==> config.mk <==
export PLATFORM = sky130hd
export DESIGN_NAME = pc_next_unit
export DESIGN_NICKNAME = d
export VERILOG_FILES = /design/src/rtl/pc_next_unit.sv
export SDC_FILE = /design/constraint.sdc
export NUM_CORES = 1
export LEC_CHECK = 0
export ABC_AREA = 1
export BUFFER_PORTS_ARGS = -buffer_cell sky130_fd_sc_hd__buf_4
export CORE_UTILIZATION = 40
export DETAILED_ROUTE_END_ITERATION = 6
export GPL_TIMING_DRIVEN = 0
export PLACE_DENSITY = 0.73
export SLEW_MARGIN = 0
export SYNTH_ARGS = -nofsm -noshare
export SYNTH_HDL_FRONTEND = slang
export SYNTH_SLANG_ARGS = --single-unit
==> constraint.sdc <==
create_clock -name clk -period 5.2 [get_ports clk]
set_clock_uncertainty 0.1 [all_clocks]
set_input_delay 1.04 -clock clk [delete_from_list [all_inputs] [get_ports clk]]
set_output_delay 1.04 -clock clk [all_outputs]
set_load 0.02 [all_outputs]
==> src/rtl/pc_next_unit.sv <==
// Next-PC selection and architectural PC register, with exception entry and return.
// One candidate is picked from src_bus and loaded on pc_write or a taken beq/bne.
module pc_next_unit #(
    parameter int unsigned        WIDTH       = 32,
    parameter int unsigned        NUM_SRC     = 4,
    parameter int unsigned        SEL_W       = 2,
    parameter logic [WIDTH-1:0]   RESET_PC    = '0,
    parameter logic [31:0]        EXC_VECTOR  = 32'h0000_00FF,
    parameter int unsigned        INSTR_BYTES = 4,
    parameter bit                 ALIGN_CHECK = 1'b1
) (
    input  logic                     clk,
    input  logic                     reset,
    input  logic [SEL_W-1:0]         pc_source,
    input  logic [NUM_SRC*WIDTH-1:0] src_bus,
    input  logic                     pc_write,
    input  logic                     pc_write_cond,
    input  logic                     zero,
    input  logic                     branch_ne,
    input  logic                     exc_req,
    input  logic                     eret,
    output logic [WIDTH-1:0]         mux_out,
    output logic [WIDTH-1:0]         pc,
    output logic [WIDTH-1:0]         epc,
    output logic                     in_exc,
    output logic                     exc_taken,
    output logic                     sel_err,
    output logic                     misalign
);

    typedef enum logic [0:0] {StNormal, StExc} state_e;

    localparam logic [WIDTH-1:0] ExcVec   = WIDTH'(EXC_VECTOR);
    localparam logic [WIDTH-1:0] InstrSz  = WIDTH'(INSTR_BYTES);
    localparam logic [SEL_W:0]   NumSrcW  = (SEL_W + 1)'(NUM_SRC);

    state_e           state_q, state_d;
    logic [WIDTH-1:0] pc_q, pc_d;
    logic [WIDTH-1:0] epc_q, epc_d;
    logic             exc_taken_q, exc_taken_d;
    logic             sel_err_q, sel_err_d;
    logic             misalign_q, misalign_d;

    logic load_req;
    logic sel_ok;
    logic tgt_misaligned;

    // Candidate mux; out-of-range selects yield zero.
    always_comb begin
        mux_out = '0;
        for (int k = 0; k < NUM_SRC; k++) begin
            if (pc_source == SEL_W'(k)) begin
                mux_out = src_bus[k*WIDTH +: WIDTH];
            end
        end
    end

    assign load_req       = pc_write | (pc_write_cond & (zero ^ branch_ne));
    assign sel_ok         = {1'b0, pc_source} < NumSrcW;
    assign tgt_misaligned = ALIGN_CHECK && (mux_out[1:0] != 2'b00);

    always_ff @(posedge clk) begin
        if (reset) begin
            state_q     <= StNormal;
            pc_q        <= RESET_PC;
            epc_q       <= '0;
            exc_taken_q <= 1'b0;
            sel_err_q   <= 1'b0;
            misalign_q  <= 1'b0;
        end else begin
            state_q     <= state_d;
            pc_q        <= pc_d;
            epc_q       <= epc_d;
            exc_taken_q <= exc_taken_d;
            sel_err_q   <= sel_err_d;
            misalign_q  <= misalign_d;
        end
    end

    always_comb begin
        state_d     = state_q;
        pc_d        = pc_q;
        epc_d       = epc_q;
        exc_taken_d = 1'b0;
        sel_err_d   = 1'b0;
        misalign_d  = 1'b0;
        unique case (state_q)
            StNormal: begin
                if (exc_req) begin
                    epc_d       = pc_q - InstrSz;
                    pc_d        = ExcVec;
                    exc_taken_d = 1'b1;
                    state_d     = StExc;
                end else if (load_req) begin
                    if (!sel_ok) begin
                        sel_err_d = 1'b1;
                    end else if (tgt_misaligned) begin
                        epc_d       = pc_q - InstrSz;
                        pc_d        = ExcVec;
                        misalign_d  = 1'b1;
                        exc_taken_d = 1'b1;
                        state_d     = StExc;
                    end else begin
                        pc_d = mux_out;
                    end
                end
            end
            StExc: begin
                // Handler runs with EPC frozen; a misaligned target only flags, never re-enters.
                if (eret) begin
                    pc_d    = epc_q;
                    state_d = StNormal;
                end else if (load_req) begin
                    if (!sel_ok) begin
                        sel_err_d = 1'b1;
                    end else if (tgt_misaligned) begin
                        misalign_d = 1'b1;
                    end else begin
                        pc_d = mux_out;
                    end
                end
            end
            default: state_d = StNormal;
        endcase
    end

    always_comb begin
        pc        = pc_q;
        epc       = epc_q;
        in_exc    = (state_q == StExc);
        exc_taken = exc_taken_q;
        sel_err   = sel_err_q;
        misalign  = misalign_q;
    end

endmodule

==> flow_summary.json <==
{
  "synth.cells.most_frequent": "nand2_1, nor2_1, nand3_1",
  "port_buffers": 233,
  "final.setup.tns_ps": 0,
  "synth_edf_count": 0,
  "syn_to_final_growth_pct": 44.9,
  "netlist_area_um2": 5030,
  "criticalPathCategory": "in2out",
  "path_buf_inv": 5,
  "track_usage": 0.315,
  "pwr-share-comb": 0.412,
  "syn_inst": 911,
  "post-route-drc-count": 0,
  "clkPwrFrac": 0.288,
  "via_count": 6741,
  "critPathRequiredTime_ps": 4060,
  "gp_congestion": 0.963,
  "avgViaCountPerCell": 5.08,
  "startpoint_type": "primary input",
  "drt_iter0_drc": 596,
  "crit_arrival_ps": 2510,
  "cts_setup_buffers": 0,
  "die_w_um": 114,
  "wl_per_cell_um": 15.4,
  "first_pass_iters": 5,
  "setup_violations": 0,
  "min_delay_worst_endpoint": "epc[22]",
  "die_area_um2": 13000,
  "p_int_uw": 1300,
  "crit_top_cell": "buf_4",
  "crit_path_cell_trace": "buf_4 > buf_4 > inv_1 > nor2_1 > clkbuf_1 > nand2_1 > nand4_1 > buf_4",
  "hold_violations": 0,
  "cap_violations": 0,
  "r2r-start": "pc[2]",
  "synth.largest_area_cell": "dfxtp_1",
  "hp-class": "reg2reg",
  "cts_hold_buf": 0,
  "period_share": 0.701,
  "worstSetupEndpointType": "output pin",
  "slew_viol_final": 0,
  "power.leakage_uw": 0.00384,
  "grt_pass1_wl_mm": 31.7,
  "row_count": 40,
  "cp_slowest_cell": "clkbuf_1",
  "peakVddDrop_mv": 0.208,
  "cp_max_fo": 10,
  "clock-sinks": 67,
  "cts_buffer_depth": 2,
  "worst_r2r_path_depth": 8,
  "insertedDiodeCount": 0,
  "clk_latency_ps": 340,
  "antenna_found_initial": 0,
  "dp_hpwl_mm": 16.3,
  "numCtsBuffers": 9,
  "relSlewSlack": 0.601,
  "clk_pin_slew_ps": 60,
  "grt_pass1_vias": 6352,
  "layout-drive-gt1-share": 0.249,
  "core_um2": 12200,
  "detail-route-antenna-nets": 0,
  "min_delay_path_depth": 2,
  "fmax_mhz": 274,
  "status": "complete, no violations",
  "worst_slew_pin_slew_ps": 599,
  "yosysMostFrequentCell": "nand2_1",
  "worst-r2r-setup-slack_ps": 3050,
  "ys_async_sr_fraction": 0,
  "grt_max_degree": 13,
  "power.density_nw_per_um2": 297,
  "grt-ovfl-total": 0,
  "start_util": 0.414,
  "yosysSeqAreaShare": 0.266,
  "wl_mm": 20.5,
  "worstHoldStart": "epc[22]",
  "ys_types": 26,
  "nets": 1294,
  "p_switching_uw": 859,
  "syn_nets": 1050,
  "cts_tree": "done",
  "yosysWarnings": 0,
  "dpl-instance-area_um2": 6990,
  "p_sw_frac": 0.397,
  "rsz0062_at_grt": "no",
  "synth_top_area_share": 0.266,
  "seq_power_share": 0.300,
  "ios": 238,
  "cts-root-buf": "clkbuf_16",
  "ys_top_cells_by_area": "dfxtp_1, nand2_1, nor2_1, nand3_1, inv_1",
  "synthFlopType": "dfxtp_1",
  "fin_area_um2": 7300,
  "cpPeakStageDelay_ps": 400,
  "chipHeight_um": 114,
  "cpLargestDelayFamily": "buffers and inverters",
  "ys_ff_latch": 67,
  "htree_levels": 3,
  "ctsResizeCount": 0,
  "postSynthAreaPerCell_um2": 5.53,
  "r2r-end": "epc[18]",
  "fin_crit_ps": 3650,
  "path_depth": 8
}
[layout by cell type (no fill, tap or decap), types with 2 or more instances in the layout]
master and n:
buf_2 10, nand2_1 316, nand2_2 3, clkinvlp_4 2, a21oi_1 32, xor2_1 17
o21ai_0 52, clkbuf_1 23, clkbuf_16 9, buf_1 3, nand4_1 21, buf_6 7
inv_1 87, nor2_1 152, buf_4 238, clkinv_2 2, or2_2 10, dfxtp_1 67
nand3_1 96
[cell type report]
class                           count  area, um^2
Buffer                             48         264
Clock buffer                       10         239
Clock inverter                      6        63.8
Fill cell                        1272        4870
Inverter                           89         334
Multi-Input combinational cell    707        3090
Sequential cell                    67        1340
Tap cell                          168         210
Timing Repair Buffer              233        1750
[logic make-up (layout without fill, tap and decap cells)]
| kind of cell | Yosys count | in the layout | synth area share |
|---|---|---|---|
| buffers and inverters | 137 | 386 | 0.119 |
| other | 1 | 1 | 0.000745 |
| and+or+nand+nor | 603 | 603 | 0.497 |
| adders and majority gates | 1 | 1 | 0.00249 |
| xor gates and xnor gates | 17 | 17 | 0.0296 |
| DFF | 67 | 67 | 0.266 |
| AOI/OAI and AO/OA | 85 | 85 | 0.0850 |
[registers in the layout (all words and copies together), names as in the netlist]
register	flops
misalign	1
in_exc	1
pc	32
epc	32
exc_taken	1
[layer usage]
metal,routed length (um),global-route usage,up-vias,part of all wire
met5,0,0,-,0
met4,642,0.123,0,0.031
met3,1630,0.0582,53,0.080
met2,9530,0.540,333,0.47
met1,8650,0.389,3015,0.42
li1,-,-,3340,-
[stage by stage]
step | total power [uW] | utilization | setup slack, ps | hold WS (ps) | std cells
finish | 2160 | 0.600 | 1550 | 388 | 1328
floorplan | 1170 | - | 2040 | 448 | 911
global route | 2280 | 0.600 | 1440 | 409 | 1328
detailed placement | 1540 | 0.575 | 1560 | 377 | 1312
global placement | 1530 | 0.575 | 1560 | 370 | 1312
CTS | 2150 | 0.600 | 1560 | 385 | 1328
[power groups by stage]
stage	Sequential [uW]	Combinational, uW	Clock [uW]
floorplan	707	460	0
global placement	658	869	0
detailed placement	657	878	0
CTS	647	884	623
global route	655	978	649
finish	649	891	623
[worst reg2reg max path: cells and delay by family, from the launching register on]
kind	cells	cell delay, ps
buffers and inverters	1	140
and+or+nand+nor	4	770
adders and majority gates	1	380
AOI/OAI and AO/OA	1	130
DFF	1	330
xor gates and xnor gates	1	210
[worst max path at each step]
stage                 start     endpoint
2_1_floorplan  pc_source[0]  mux_out[18]
3_3_place_gp   pc_source[1]  mux_out[17]
3_5_place_dp   pc_source[1]  mux_out[17]
4_1_cts        pc_source[1]  mux_out[17]
5_1_grt        pc_source[1]  mux_out[26]
6_report       pc_source[1]  mux_out[17]
(Power assumes the default switching activity.)
